<file path="src/rtl/nzcv_pkg.sv">
// Shared definitions for the NZCV status register: flag bit positions,
// flag-kind encodings and exception FSM states.
package nzcv_pkg;

  localparam int unsigned NZCV_W = 4;
  localparam int unsigned N_BIT  = 3;
  localparam int unsigned Z_BIT  = 2;
  localparam int unsigned C_BIT  = 1;
  localparam int unsigned V_BIT  = 0;

  typedef enum logic [1:0] {
    KIND_NONE  = 2'd0,
    KIND_ADD   = 2'd1,
    KIND_SUB   = 2'd2,
    KIND_LOGIC = 2'd3
  } flag_kind_e;

  typedef enum logic {
    S_NORMAL = 1'b0,
    S_EXC    = 1'b1
  } state_e;

endpackage

</file>
<file path="src/rtl/nzcv_status_register_if.sv">
// EX-stage flag-update bundle plus status outputs. The master drives EX-stage
// results and exception events; the slave is the status register.
interface nzcv_status_register_if
  import nzcv_pkg::*;
#(
  parameter int unsigned DATA_W = 32
);

  logic              valid;
  logic              s_bit;
  logic              cond_pass;
  flag_kind_e        flag_kind;
  logic [DATA_W-1:0] alu_res;
  logic              alu_a_msb;
  logic              alu_b_msb;
  logic              alu_cout;
  logic              shift_cout;
  logic              stall;
  logic              flush;
  logic              exc_enter;
  logic              exc_return;

  logic [NZCV_W-1:0] nzcv;
  logic [NZCV_W-1:0] nzcv_fwd;
  logic [NZCV_W-1:0] saved_nzcv;
  logic              in_exc;
  logic              exc_err;

  modport master (
    output valid, s_bit, cond_pass, flag_kind, alu_res, alu_a_msb, alu_b_msb,
           alu_cout, shift_cout, stall, flush, exc_enter, exc_return,
    input  nzcv, nzcv_fwd, saved_nzcv, in_exc, exc_err
  );

  modport slave (
    input  valid, s_bit, cond_pass, flag_kind, alu_res, alu_a_msb, alu_b_msb,
           alu_cout, shift_cout, stall, flush, exc_enter, exc_return,
    output nzcv, nzcv_fwd, saved_nzcv, in_exc, exc_err
  );

endinterface

</file>
<file path="src/rtl/nzcv_flag_calc.sv">
// Combinational N/Z/C/V generation from ALU result and operand sign bits.
// Kinds that leave a flag untouched pass the current flag value through.
module nzcv_flag_calc
  import nzcv_pkg::*;
#(
  parameter int unsigned DATA_W = 32
) (
  input  flag_kind_e        i_kind,
  input  logic [DATA_W-1:0] i_res,
  input  logic              i_a_msb,
  input  logic              i_b_msb,
  input  logic              i_cout,
  input  logic              i_shift_cout,
  input  logic [NZCV_W-1:0] i_cur,
  output logic [NZCV_W-1:0] o_nzcv_c
);

  logic w_res_msb;
  logic w_zero;

  assign w_res_msb = i_res[DATA_W-1];
  assign w_zero    = (i_res == '0);

  always_comb begin
    o_nzcv_c = i_cur;
    case (i_kind)
      KIND_ADD: begin
        o_nzcv_c[N_BIT] = w_res_msb;
        o_nzcv_c[Z_BIT] = w_zero;
        o_nzcv_c[C_BIT] = i_cout;
        o_nzcv_c[V_BIT] = (i_a_msb == i_b_msb) && (w_res_msb != i_a_msb);
      end
      // b_msb is the un-inverted operand, so overflow needs differing signs.
      KIND_SUB: begin
        o_nzcv_c[N_BIT] = w_res_msb;
        o_nzcv_c[Z_BIT] = w_zero;
        o_nzcv_c[C_BIT] = i_cout;
        o_nzcv_c[V_BIT] = (i_a_msb != i_b_msb) && (w_res_msb != i_a_msb);
      end
      KIND_LOGIC: begin
        o_nzcv_c[N_BIT] = w_res_msb;
        o_nzcv_c[Z_BIT] = w_zero;
        o_nzcv_c[C_BIT] = i_shift_cout;
      end
      default: o_nzcv_c = i_cur;
    endcase
  end

endmodule

</file>
<file path="src/rtl/nzcv_status_register.sv">
// Architectural NZCV status register with exception save/restore FSM.
// Optional macro NZCV_BYPASS_EN adds a combinational bypass onto nzcv_fwd.
module nzcv_status_register
  import nzcv_pkg::*;
#(
  parameter int unsigned       DATA_W     = 32,
  parameter logic [NZCV_W-1:0] RESET_NZCV = 4'b0000
) (
  input logic                   clk,
  input logic                   rst_n,
  nzcv_status_register_if.slave bus
);

  state_e            r_state;
  logic [NZCV_W-1:0] r_nzcv;
  logic [NZCV_W-1:0] r_saved;
  logic              r_err;

  state_e            w_state_nxt;
  logic [NZCV_W-1:0] w_nzcv_nxt;
  logic [NZCV_W-1:0] w_saved_nxt;
  logic              w_err_nxt;

  logic [NZCV_W-1:0] w_calc;
  logic              w_upd;
  logic              w_hold;

  nzcv_flag_calc #(
    .DATA_W (DATA_W)
  ) u_flag_calc (
    .i_kind       (bus.flag_kind),
    .i_res        (bus.alu_res),
    .i_a_msb      (bus.alu_a_msb),
    .i_b_msb      (bus.alu_b_msb),
    .i_cout       (bus.alu_cout),
    .i_shift_cout (bus.shift_cout),
    .i_cur        (r_nzcv),
    .o_nzcv_c     (w_calc)
  );

  assign w_upd  = bus.valid & bus.s_bit & bus.cond_pass &
                  (bus.flag_kind != KIND_NONE) & ~bus.flush;
  // A flush overrides a stall so the kill always lands.
  assign w_hold = bus.stall & ~bus.flush;

  always_ff @(posedge clk or negedge rst_n) begin
    if (!rst_n) begin
      r_state <= S_NORMAL;
      r_nzcv  <= RESET_NZCV;
      r_saved <= '0;
      r_err   <= 1'b0;
    end else begin
      r_state <= w_state_nxt;
      r_nzcv  <= w_nzcv_nxt;
      r_saved <= w_saved_nxt;
      r_err   <= w_err_nxt;
    end
  end

  // Priority: hold, exception return, exception entry, plain flag update.
  always_comb begin
    w_state_nxt = r_state;
    w_nzcv_nxt  = r_nzcv;
    w_saved_nxt = r_saved;
    w_err_nxt   = r_err;
    if (!w_hold) begin
      if (bus.exc_return) begin
        if (r_state == S_EXC) begin
          w_nzcv_nxt  = r_saved;
          w_state_nxt = S_NORMAL;
        end else begin
          w_err_nxt = 1'b1;
        end
      end else if (bus.exc_enter) begin
        if (r_state == S_NORMAL) begin
          w_saved_nxt = w_upd ? w_calc : r_nzcv;
          w_state_nxt = S_EXC;
        end else begin
          w_err_nxt = 1'b1;
        end
      end else if (w_upd) begin
        w_nzcv_nxt = w_calc;
      end
    end
  end

  assign bus.nzcv       = r_nzcv;
  assign bus.saved_nzcv = r_saved;
  assign bus.in_exc     = (r_state == S_EXC);
  assign bus.exc_err    = r_err;

`ifdef NZCV_BYPASS_EN
  assign bus.nzcv_fwd = w_upd ? w_calc : r_nzcv;
`else
  assign bus.nzcv_fwd = r_nzcv;
`endif

endmodule

</file>
<file path="src/flat_wrapper.sv">
// flat-port wrapper written by rule: the top's interface ports become plain ports
module nzcv_status_register_flat import nzcv_pkg::*;
#(
  parameter int unsigned       DATA_W     = 32,
  parameter logic [NZCV_W-1:0] RESET_NZCV = 4'b0000
)
  (clk, rst_n, bus_valid, bus_s_bit, bus_cond_pass, bus_flag_kind, bus_alu_res, bus_alu_a_msb, bus_alu_b_msb, bus_alu_cout, bus_shift_cout, bus_stall, bus_flush, bus_exc_enter, bus_exc_return, bus_nzcv, bus_nzcv_fwd, bus_saved_nzcv, bus_in_exc, bus_exc_err);
  nzcv_status_register_if #(.DATA_W(DATA_W)) bus_i ();
  input logic clk;
  input logic rst_n;
  input wire logic [$bits(bus_i.valid)-1:0] bus_valid;
  input wire logic [$bits(bus_i.s_bit)-1:0] bus_s_bit;
  input wire logic [$bits(bus_i.cond_pass)-1:0] bus_cond_pass;
  input wire logic [$bits(bus_i.flag_kind)-1:0] bus_flag_kind;
  input wire logic [$bits(bus_i.alu_res)-1:0] bus_alu_res;
  input wire logic [$bits(bus_i.alu_a_msb)-1:0] bus_alu_a_msb;
  input wire logic [$bits(bus_i.alu_b_msb)-1:0] bus_alu_b_msb;
  input wire logic [$bits(bus_i.alu_cout)-1:0] bus_alu_cout;
  input wire logic [$bits(bus_i.shift_cout)-1:0] bus_shift_cout;
  input wire logic [$bits(bus_i.stall)-1:0] bus_stall;
  input wire logic [$bits(bus_i.flush)-1:0] bus_flush;
  input wire logic [$bits(bus_i.exc_enter)-1:0] bus_exc_enter;
  input wire logic [$bits(bus_i.exc_return)-1:0] bus_exc_return;
  output wire logic [$bits(bus_i.nzcv)-1:0] bus_nzcv;
  output wire logic [$bits(bus_i.nzcv_fwd)-1:0] bus_nzcv_fwd;
  output wire logic [$bits(bus_i.saved_nzcv)-1:0] bus_saved_nzcv;
  output wire logic [$bits(bus_i.in_exc)-1:0] bus_in_exc;
  output wire logic [$bits(bus_i.exc_err)-1:0] bus_exc_err;
  assign bus_i.valid = bus_valid;
  assign bus_i.s_bit = bus_s_bit;
  assign bus_i.cond_pass = bus_cond_pass;
  assign bus_i.flag_kind = bus_flag_kind;
  assign bus_i.alu_res = bus_alu_res;
  assign bus_i.alu_a_msb = bus_alu_a_msb;
  assign bus_i.alu_b_msb = bus_alu_b_msb;
  assign bus_i.alu_cout = bus_alu_cout;
  assign bus_i.shift_cout = bus_shift_cout;
  assign bus_i.stall = bus_stall;
  assign bus_i.flush = bus_flush;
  assign bus_i.exc_enter = bus_exc_enter;
  assign bus_i.exc_return = bus_exc_return;
  assign bus_nzcv = bus_i.nzcv;
  assign bus_nzcv_fwd = bus_i.nzcv_fwd;
  assign bus_saved_nzcv = bus_i.saved_nzcv;
  assign bus_in_exc = bus_i.in_exc;
  assign bus_exc_err = bus_i.exc_err;
  nzcv_status_register #(.DATA_W(DATA_W), .RESET_NZCV(RESET_NZCV)) u_core (.clk(clk), .rst_n(rst_n), .bus(bus_i));
endmodule
</file>
<file path="config.mk">
export PLATFORM = sky130hd
export DESIGN_NAME = nzcv_status_register_flat
export DESIGN_NICKNAME = d
export VERILOG_FILES = /design/src/rtl/nzcv_pkg.sv /design/src/rtl/nzcv_status_register_if.sv /design/src/rtl/nzcv_flag_calc.sv /design/src/rtl/nzcv_status_register.sv /design/src/flat_wrapper.sv
export SDC_FILE = /design/constraint.sdc
export NUM_CORES = 1
export LEC_CHECK = 0
export CORE_MARGIN = 3
export CORE_UTILIZATION = 28
export CTS_CLUSTER_SIZE = 16
export DETAILED_ROUTE_END_ITERATION = 8
export PLACE_DENSITY = 0.82
export SYNTH_ARGS = -nofsm -noshare
export SYNTH_HDL_FRONTEND = slang
export SYNTH_SLANG_ARGS = --single-unit
</file>
<file path="constraint.sdc">
create_clock -name clk -period 1.26 [get_ports clk]
set_input_delay 0.252 -clock clk [delete_from_list [all_inputs] [get_ports clk]]
set_output_delay 0.252 -clock clk [all_outputs]
set_load 0.005 [all_outputs]
</file>
* Word level (Yosys, flattened, before mapping)
Cells that the tools add are included.
** Operators by class
- Bitwise gates (word level) :: 9
- Equality and inequality tests :: 9
- Reductions and logical operators :: 11
- Mux-type cells :: 12
** Operators with widths (number)
- $logic_not 32->1 :: 1
- $mux 4 :: 4
- $reduce_and 4->1 :: 2
- $mux 1 :: 6
- $pmux 3 s2 :: 1
- $reduce_bool 2->1 :: 3
- $and 1x1->1 :: 5
- $eq 2x2->1 const B :: 2
- $ne 2x1->1 const B :: 2
- $not 1->1 :: 4
- $reduce_and 3->1 :: 1
- $eq 2x1->1 const B :: 1
- $logic_and 1x1->1 :: 2
- $ne 1x1->1 :: 2
- $ne 2x2->1 const B :: 1
- $pmux 1 s2 :: 1
- $reduce_and 2->1 :: 1
- $reduce_or 2->1 :: 1
- $eq 1x1->1 :: 1
** Storage, ports and cells
- Register bits :: 10
- Input port bits :: 47
- Output and inout bits :: 14

* Longest topological paths before layout
- Depth after elaboration :: 7
- Gate-level depth with buffers :: 6

* Hierarchy
Synthesis repeated with hierarchy kept, for this count alone.
** Unflattened totals
- Cells, all modules :: 91
- Area total of the unflattened synthesis :: 837.1 µm²
** Modules (own cells, without submodules)
- nzcv_status_register :: times used 1, area an instance 615.6 µm², sequential area each 250.2 µm², cells each 61
- nzcv_flag_calc :: times used 1, area an instance 221.5 µm², sequential area each 0.0 µm², cells each 30

* Worst setup path after synthesis
No wires, ideal clock.
- Path type :: input to register
- Start point :: input port bus_flag_kind[0]
- End point :: register u_core.r_nzcv[2] (netlist: u_core.bus.nzcv[2])
- Cell stages on the path :: 6
- Arrival time :: 1670 ps
- Buffers on the path :: 0
- Required time :: 1178 ps
- Path slack :: -491 ps
- Cell sequence :: inv_1 -> ha_1 -> nand4b_2 -> or4_1 -> or3_1 -> a31oi_1
** On the way
- Cells in the longest elaborated chain, start to end :: 6
** RTL lines
- start, declared :: RTL line flat_wrapper.sv:14 : input wire logic [$bits(bus_i.flag_kind)-1:0] bus_flag_kind;
- $eq 2x2->1, or another cell as far along :: RTL line nzcv_flag_calc.sv:26 : case (i_kind)
- $reduce_or 2->1 (no line) / $and 1x1->1 (equally long branches)
- $pmux 3 s2 / $and 1x1->1 (equally long branches) :: RTL line nzcv_flag_calc.sv:26, nzcv_status_register.sv:42
- $mux 4 *
- $mux 4 * :: RTL line nzcv_status_register.sv:74 : end else if (bus.exc_enter) begin
- $mux 4 * :: RTL line nzcv_status_register.sv:67 : if (bus.exc_return) begin
- end signal, assigned :: RTL line nzcv_status_register.sv:54 : r_nzcv <= w_nzcv_nxt;
- end, declared :: RTL line nzcv_status_register.sv:15 : logic [NZCV_W-1:0] r_nzcv;
Every way passes the cells marked *; elsewhere a longest branch is shown, timed or not. The select of a mux whose other input is x is not followed.
A chain may end at the register's enable or synchronous reset.

* Worst setup path in the final report
- Start point :: input port bus_alu_res[15]
- End point :: register u_core.r_nzcv[2] (netlist: u_core.bus.nzcv[2])
** On the way
- Cells in the longest elaborated chain, start to end :: 5
** RTL lines
- start, declared :: RTL line flat_wrapper.sv:15 : input wire logic [$bits(bus_i.alu_res)-1:0] bus_alu_res;
- $logic_not 32->1 :: RTL line nzcv_flag_calc.sv:22 : assign w_zero = (i_res == '0);
- $pmux 3 s2 :: RTL line nzcv_flag_calc.sv:26
- $mux 4
- $mux 4 :: RTL line nzcv_status_register.sv:74
- $mux 4 :: RTL line nzcv_status_register.sv:67
No other way between the ends. The select of a mux whose other input is x is not followed.

==> impl_results.md <==
* Outcome: finished, violations left
* Violated checks: setup timing
* Placement row count at 17
* Final worst-path setup slack at -0.321 ns
* Antenna diode count at 0
* Count of flip-flops with a built-in enable after synthesis at 0
* Number of search-and-repair iterations in the first detailed-routing pass at 3
* Via count at roughly 1000
* Worst slew pin tran at slightly below 0.5 ns
* Post-synth top flop: sky130_fd_sc_hd__dfrtp_1
* Antenna violations before repair at 0
* Share of Yosys cell area claimed by the top area cell type at between 30% and 40%
* Number of storage elements in the synthesis netlist at 10
* Number of global-route vias before repair at 1035
* Worst setup endpoint: u_core.bus.nzcv[2]
* Wire length per cell at between 10 and 15 um
* CTS clk-pin slew, worst paths at 0.07 ns
* Hold-fix buffers at CTS at 0
* Die outline width at 56.8 um
* Storage element area at 250 um2
* Setup skew after layout at just under 0.008 ns
* Relative max-transition margin at 67.3%
* Total cell area at the placement stage at ~1500 um2
* # port buffers at 60
* Crit path buffers/inverters at 1
* Startpoint-to-endpoint class of the critical path: input port to flip-flop
* Worst-case vdd ir drop at 634 uV
* Type of the most critical hold path: input port to asynchronous set/reset pin
* Finished Layout Cells at about 200
* Cell types with the highest counts after synthesis: 10 x sky130_fd_sc_hd__dfrtp_1, 7 x sky130_fd_sc_hd__nor4_1, 7 x sky130_fd_sc_hd__o21ai_0
* Detailed-route DRC error count at 0
* # clock sinks at 10
* Total nets after synthesis at approximately 130
* Crit path capture type: flip-flop
* Total track usage at a little under a fifth
* Top fanout value on the critical path at 2
* Worst Setup Start Kind: input port
* Post-route clock period utilization at 125%
* Clock period minus worst slack at 1.58 ns
* Yosys top cell by area: sky130_fd_sc_hd__dfrtp_1
* Top cells by area, synth: sky130_fd_sc_hd__dfrtp_1 35%, sky130_fd_sc_hd__nor4_1 6.1%, sky130_fd_sc_hd__ha_1 5.2%, sky130_fd_sc_hd__o21ai_0 4.9%, sky130_fd_sc_hd__buf_4 4.2%
* Post-Route Utilization at about three quarters
* First-pass GRT wire length at roughly 4.6 mm
* Final weighted congestion in routability-driven placement at a little under 0.8
* Vias per std cell at ~5.1
* Insertion delay of the later-clocked pin in the worst-skew pair at between 0.2 and 0.3 ns
* Highest Clock Rate at ~630 MHz
* Mean area per synthesized cell at just under 9 um2
* Num CTS Buffers at 3
* I/O pin total at 61
* Nets at 220
* Cells after synthesis at between 80 and 90
* Bufs on Longest Clock Path at 2
* Largest net degree at the start of global routing at 11
* Number of cell instances on the worst register-to-register path at 5
* Number of warnings issued by yosys at 0
* Cell with the most instances on the worst path: sky130_fd_sc_hd__or4_1
* Starting density of the core at ~31%
* Area of the die at between 3000 and 4000 um2
* # setup viols final at 7
* FFs w/ async S/R, synth at 100%
* Power density cells at 880 nW/um2
* Final non-filler cell area at between 1500 and 2000 um2
* Fillers at approximately 190
* Register area share after synthesis at approximately 35%
* Unrepaired setup endpoints after global routing: yes
* Drt initial violations at 8
* Start point of the critical path: bus_alu_res[15]
* Area of the core at between 2000 and 2500 um2
* Required time at the endpoint of the critical path at approximately 1.5 ns
* Worst setup slack for register-to-register paths at -0.06 ns
* Crit path DAT at ~1.8 ns
* Netlist cell types at 32
* Crit Reg-Reg Startpoint: u_core.bus.nzcv[3]
* Most common cell in the synthesized netlist: sky130_fd_sc_hd__dfrtp_1
* Max-cap check violation count at 0
* HPWL after detailed placement at approximately 2.2 mm
* Clock tree from TritonCTS: built
* Synthesis-to-finish area growth at 138%
* Final Hold Vio Count at 0
* Cell Chain, Critical Path: buf_2 -> or4_1 -> or4_1 -> or3_4 -> a31oi_1
* Vertical die dimension at 56.8 um
* Critical path's top delay family: simple AND/OR/NAND/NOR gates
* Root Buffer Master: sky130_fd_sc_hd__clkbuf_4
* Slew Limit Fails at 0
* Final Routed Wirelength at about 2.9 mm
* Antenna violation net count after detailed routing at 0
* H-tree lvl count at 1
* Crit-path slowest cell: sky130_fd_sc_hd__or4_1
* Slowest stage delay, CP at 0.49 ns
* Leak Pwr at 0.801 nW
* Area occupied by multi-input gates at between 500 and 600 um2
* Area of the mapped netlist at ~720 um2
* Worst setup slack after placement at -1.05 ns
* Share of cells above drive strength 1 at 35.7%
* Cell count after placement at 180
* Levels on crit path at 5
* Total congestion overflow at 0
* Endpoint of the worst-slack reg-to-reg timing path: u_core.bus.nzcv[3]
[registers in the layout, summed over array words and instances (netlist names)]
| signal | flops |
|---|---|
| u_core.bus.exc_err | 1 |
| u_core.bus.in_exc | 1 |
| u_core.bus.nzcv | 4 |
| u_core.bus.saved_nzcv | 4 |
[per-stage QoR]
stage	setup TNS [ns]	hold slack, ns	power, mW
4_1_cts	-1.96	0.320	1.47
2_1_floorplan	-1.18	-0.0436	0.724
3_3_place_gp	-7.17	0.469	1.15
3_5_place_dp	-7.57	0.467	1.17
5_1_grt	-1.32	0.336	1.64
6_report	-1.07	0.308	1.51
[final cells by class]
class	instances	share of cell area, %
tap	28	2.04
sequential	10	14.6
multi-input combinational	63	33.0
timing repair buffer	88	47.0
clock buffer	3	1.31
inverter	4	2.04
[kinds of logic (layout without fill, tap and decap cells)]
group	Yosys count	in the layout	share of synthesized area, %
and+or+nand+nor	36	36	31.5
AOI/OAI and AO/OA	20	20	16.8
DFF	10	10	34.7
buffers and inverters	8	95	6.24
adders and majority gates	3	3	5.20
muxes	3	3	4.33
xor gates and xnor gates	1	1	1.21
[per-layer routing]
layer / track usage (%) / wire length [um] / up-vias / part of all wire, %
met2: 31.2 / 1440 / 57 / 50
met3: 6.21 / 286 / 9 / 9.9
met1: 20.5 / 1050 / 453 / 36
met5: 0 / 0 / - / 0
met4: 11.3 / 107 / 0 / 3.7
li1: - / - / 479 / -
[power by group]
group	total (mW)	switching (mW)	leakage (nW)	internal (mW)
Combinational	0.838	0.309	0.670	0.529
Clock	0.224	0.113	0.0138	0.110
Sequential	0.449	0.0465	0.117	0.402
Total	1.51	0.469	0.801	1.04
[worst min-delay path by stage]
| stage | from | end | slack, ns | cells past startpoint |
|---|---|---|---|---|
| 2_1_floorplan | rst_n | u_core.bus.exc_err | -0.04 | 0 |
| 3_3_place_gp | u_core.bus.exc_err | u_core.bus.exc_err | 0.47 | 1 |
| 3_5_place_dp | u_core.bus.exc_err | u_core.bus.exc_err | 0.47 | 1 |
| 4_1_cts | rst_n | u_core.bus.nzcv[1] | 0.32 | 1 |
| 5_1_grt | rst_n | u_core.bus.nzcv[3] | 0.34 | 1 |
| 6_report | rst_n | u_core.bus.nzcv[1] | 0.31 | 1 |
[what timing repair did]
action | 4_1_cts | 5_1_grt
setup endpoints to repair | 22 | 9
pin swaps | 12 | 16
setup buffers | 14 | 3
gates resized for setup | 57 | 30
gates cloned | 0 | 0
[placed cells by master (no fill, tap or decap), types with 4 or more instances in the layout]
master,instances
sky130_fd_sc_hd__dlygate4sd2_1,15
sky130_fd_sc_hd__clkdlybuf4s50_1,31
sky130_fd_sc_hd__o21ai_1,4
sky130_fd_sc_hd__nor2_1,4
sky130_fd_sc_hd__buf_6,6
sky130_fd_sc_hd__buf_4,23
sky130_fd_sc_hd__nor4_1,7
sky130_fd_sc_hd__dlymetal6s2s_1,4
sky130_fd_sc_hd__dfrtp_1,10
Note: power is estimated with default switching activity, not from simulation.
==> RTL edit 1: new RTL, same flow settings <==
`DATA_W` is set to 32 in 4 places; all go to 16.
--- a/src/rtl/nzcv_status_register_if.sv
+++ b/src/rtl/nzcv_status_register_if.sv
@@ -3,7 +3,7 @@
 interface nzcv_status_register_if
   import nzcv_pkg::*;
 #(
-  parameter int unsigned DATA_W = 32
+  parameter int unsigned DATA_W = 16
 );
 
   logic              valid;
--- a/src/rtl/nzcv_flag_calc.sv
+++ b/src/rtl/nzcv_flag_calc.sv
@@ -3,7 +3,7 @@
 module nzcv_flag_calc
   import nzcv_pkg::*;
 #(
-  parameter int unsigned DATA_W = 32
+  parameter int unsigned DATA_W = 16
 ) (
   input  flag_kind_e        i_kind,
   input  logic [DATA_W-1:0] i_res,
--- a/src/rtl/nzcv_status_register.sv
+++ b/src/rtl/nzcv_status_register.sv
@@ -3,7 +3,7 @@
 module nzcv_status_register
   import nzcv_pkg::*;
 #(
-  parameter int unsigned       DATA_W     = 32,
+  parameter int unsigned       DATA_W     = 16,
   parameter logic [NZCV_W-1:0] RESET_NZCV = 4'b0000
 ) (
   input logic                   clk,
--- a/src/flat_wrapper.sv
+++ b/src/flat_wrapper.sv
@@ -1,7 +1,7 @@
 // flat-port wrapper written by rule: the top's interface ports become plain ports
 module nzcv_status_register_flat import nzcv_pkg::*;
 #(
-  parameter int unsigned       DATA_W     = 32,
+  parameter int unsigned       DATA_W     = 16,
   parameter logic [NZCV_W-1:0] RESET_NZCV = 4'b0000
 )
   (clk, rst_n, bus_valid, bus_s_bit, bus_cond_pass, bus_flag_kind, bus_alu_res, bus_alu_a_msb, bus_alu_b_msb, bus_alu_cout, bus_shift_cout, bus_stall, bus_flush, bus_exc_enter, bus_exc_return, bus_nzcv, bus_nzcv_fwd, bus_saved_nzcv, bus_in_exc, bus_exc_err);
Interface: changed (resized bus_alu_res); port bits go from 61 to 45. No check against the original RTL was run, so the function may have changed too.
==> RTL edit 1 against the original RTL <==
  * Hold slack better by 8.3 ps
  * Cell area fell by 13%
  * Global-route usage shrank 2.5 points
  * Setup slack improved by 260 ps
  * Wire length fell by 7.7%
  * Clock power is 5% lower
  * The run still ends with negative setup slack left
  * Area after synthesis is 1.9% lower
  * Sequential power rose by 4.7%
  * Power grew 2.5%
  * Largest cell class unchanged
  * Largest power group unchanged
  * Non-clock buffer count is 19 lower
  * Sequential share of layout area is 2.1 points higher
  * Combinational power increased by 3.1%
  * Sequential cell count unchanged
==> RTL edit 1: results <==
group,metric,value,unit
run_status,outcome,"finished with violations",
run_status,violations,"negative setup slack",
cells_and_area,fillers,193,
global_route,grt_util_all_layers,0.162,
placement,port_buffers,44,
power,pg_seq,470,µW
cells_and_area,fin_area,1500,µm²
cells_and_area,nNonClkBuffers,69,
cells_and_area,seq_area_frac,0.167,
timing,skew,3.53,ps
timing,setup_ws,-57.8,ps
critical_path,startpoint,"u_core.bus.in_exc",
cells_and_area,buf_share,0.407,
synthesis,synth_mux_area_frac,0.0583,
synthesis,synthXorXnorAreaFrac,0.0124,
die,die_area,3170,µm²
synthesis,synthesis.nets,109,
timing,setup_tns,-164,ps
timing,setup_viol_count_final,3,
global_route,use_met3,0.0460,
placement,place_area,1270,µm²
synthesis,synth_area_leaders,"dfrtp_1 (35%), ha_1 (5.3%), mux2i_1 (4.2%), buf_4 (4.2%), nor2b_1 (3.5%)",
placement,pre_cts_slack,-832,ps
synthesis,yosys.cell_types.count,34,
synthesis,synth_area_per_cell,9.44,µm²
routing,drtPass1Iterations,4,
global_route,grt_pass1_wl,4060,µm
power,intPower,1030,µW
placement,routabilityCongestion,0.819,
synthesis,synth_adder_area_share,0.0530,
placement,dp_cells,154,
cells_and_area,multi_input_area_share,0.364,
routing,wl_met1,1010,µm
global_route,first_global_vias,888,
critical_path,cp_max_fo,4,
timing,worst_pin_slew,481,ps
routing,met3_length,176,µm
power,leakagePower,0.000730,µW
global_route,use_met2,0.295,
cells_and_area,nets,178,
cells_and_area,layout-drive-gt1-share,0.437,
routing,routed_wl,2660,µm
cells_and_area,clkCellAreaFrac,0.0150,
routing,avgViaCountPerCell,5.01,
power,p_sw,513,µW
cells_and_area,nMultiInputCombCells,56,
routing,met2_length,1440,µm
routing,drt_iter0_drc,17,
power,peakVddDrop,0.664,mV
cells_and_area,fin_cells,170,
## RTL edit 1: cell count changes in the layout (fill, tap and decap cells not counted), moves of 3 or more
cell	unedited run	this run
nor2_1	4	1
clkdlybuf4s50_1	31	4
buf_2	3	0
nor4_1	7	2
buf_6	6	1
dlygate4sd2_1	15	21
clkdlybuf4s15_1	1	7
## RTL edit 1: timing repair
action,4_1_cts,5_1_grt
buffers inserted,12,1
resized for setup,64,33
hold buffers,0,0
setup endpoints to repair,22,13
pin swaps,12,12
## RTL edit 1: final timing paths
| check | endpoint | slack (ps) | depth (start not counted) |
|---|---|---|---|
| min in group clk | u_core.bus.nzcv[2] | 460 | 5 |
| max in group asynchronous | u_core.bus.exc_err | 620 | 1 |
| setup / recovery | u_core.bus.nzcv[1] | -60 | 4 |
| setup reg to reg | u_core.bus.nzcv[1] | -60 | 4 |
| hold / removal | u_core.bus.nzcv[2] | 320 | 1 |
| hold reg to reg | u_core.bus.exc_err | 480 | 1 |
==> RTL edit 2: new RTL, same flow settings <==
Without the edit above. Make the reset (`rst_n`) synchronous in one clocked block.
--- a/src/rtl/nzcv_status_register.sv
+++ b/src/rtl/nzcv_status_register.sv
@@ -43,7 +43,7 @@
   // A flush overrides a stall so the kill always lands.
   assign w_hold = bus.stall & ~bus.flush;
 
-  always_ff @(posedge clk or negedge rst_n) begin
+  always_ff @(posedge clk) begin
     if (!rst_n) begin
       r_state <= S_NORMAL;
       r_nzcv  <= RESET_NZCV;
Function: differs if rst_n is asserted again (counterexample within 4 cycles, from zero or initial values and one cycle with rst_n low); with rst_n held inactive, the same outputs for 10 cycles.
==> RTL edit 2 against the original RTL <==
  * The run still ends with negative setup slack left
  * Critical path depth unchanged
  * Wire length decreased by 0.42%
  * Area after synthesis increased by 2.8%
  * Sequential cell count unchanged
  * Register-to-register slack improved by 100 ps
  * Hold slack improved by 82 ps
  * Cell area decreased by 1.7%
  * Non-clock buffer count decreased by 4
  * Setup slack improved by 120 ps
  * Maximum frequency increased by 8.4%
  * Critical path type unchanged
  * Highest routed layer unchanged
Power is not compared: it rests on default switching activity, and its combinational part moved more than twofold at a synthesized area within 25%.
==> RTL edit 2: results <==
group,metric,value,unit
die,core,2500,µm²
placement,place_area,1500,µm²
timing,worst_pin_slew,320,ps
placement,dp_hpwl,2180,µm
clock_tree,post_cts_resized,61,
critical_path,slowest_delay,510,ps
global_route,grt_util_all_layers,0.173,
synthesis,synth_mux_area_frac,0.0405,
global_route,grt_pass1_wl,4500,µm
routing,vias,1026,
cells_and_area,layout-drive-gt1-share,0.355,
synthesis,synthTopCellsByCount,"dfxtp_1 (10), nor4_1 (7)",
synthesis,yosys.cell_types.count,38,
critical_path,cp.arrival,1660,ps
timing,setup_viol_count_final,3,
critical_path,r2r_end,"u_core.bus.saved_nzcv[1]",
global_route,grt_max_degree,10,
timing,setup_tns,-397,ps
synthesis,synth_top_flop_cell,"dfxtp_1",
synthesis,async_flop_share,0,
synthesis,synth_adder_area_share,0.0506,
clock_tree,post_cts_buffers,7,
routing,drtPass1Iterations,4,
hold_path,worstHoldPathType,"input pin to flop",
critical_path,startpoint,"bus_alu_res[8]",
timing,setup_ws,-199,ps
synthesis,yosysSeqAreaShare,0.270,
critical_path,r2r_slack,40,ps
run_status,violations,"negative setup slack",
synthesis,synth_compound_area_frac,0.211,
critical_path,critPathSlowestCell,"or4_4",
critical_path,reg2reg_from,"u_core.bus.in_exc",
critical_path,reg2reg_depth,4,
timing,skew,4.90,ps
cells_and_area,seq_area_frac,0.127,
run_status,outcome,"finished with violations",
global_route,first_global_vias,1075,
critical_path,crit_path_end,"u_core.bus.saved_nzcv[2]",
routing,drt_iter0_drc,16,
cells_and_area,buf_share,0.466,
## RTL edit 2: worst max-delay path: cells and delay by family
family,cells,cell delay (ps)
buffers and inverters,1,90
AO/OA/AOI/OAI,2,400
AND/OR/NAND/NOR,2,920
## RTL edit 2: power groups by stage
stage	combinational [µW]	sequential [µW]	clock [µW]
2_1_floorplan	118	356	0
3_3_place_gp	365	357	0
3_5_place_dp	374	358	0
4_1_cts	382	347	220
5_1_grt	441	350	252
6_report	411	347	233
## RTL edit 2: stage by stage
| stage | hold slack [ps] | std cells |
|---|---|---|
| 4_1_cts | 467 | 199 |
| 3_5_place_dp | 457 | 189 |
| 2_1_floorplan | 369 | 88 |
| 5_1_grt | 393 | 199 |
| 3_3_place_gp | 455 | 189 |
| 6_report | 390 | 199 |
## RTL edit 2: layer usage
layer	GRT usage	share of wire	wire [µm]	vias to the layer above
li1	-	-	-	491
met1	0.192	0.35	1010	492
met2	0.321	0.56	1600	39
met3	0.0633	0.078	223	4
met4	0.0199	0.012	35	0
met5	0	0	0	-
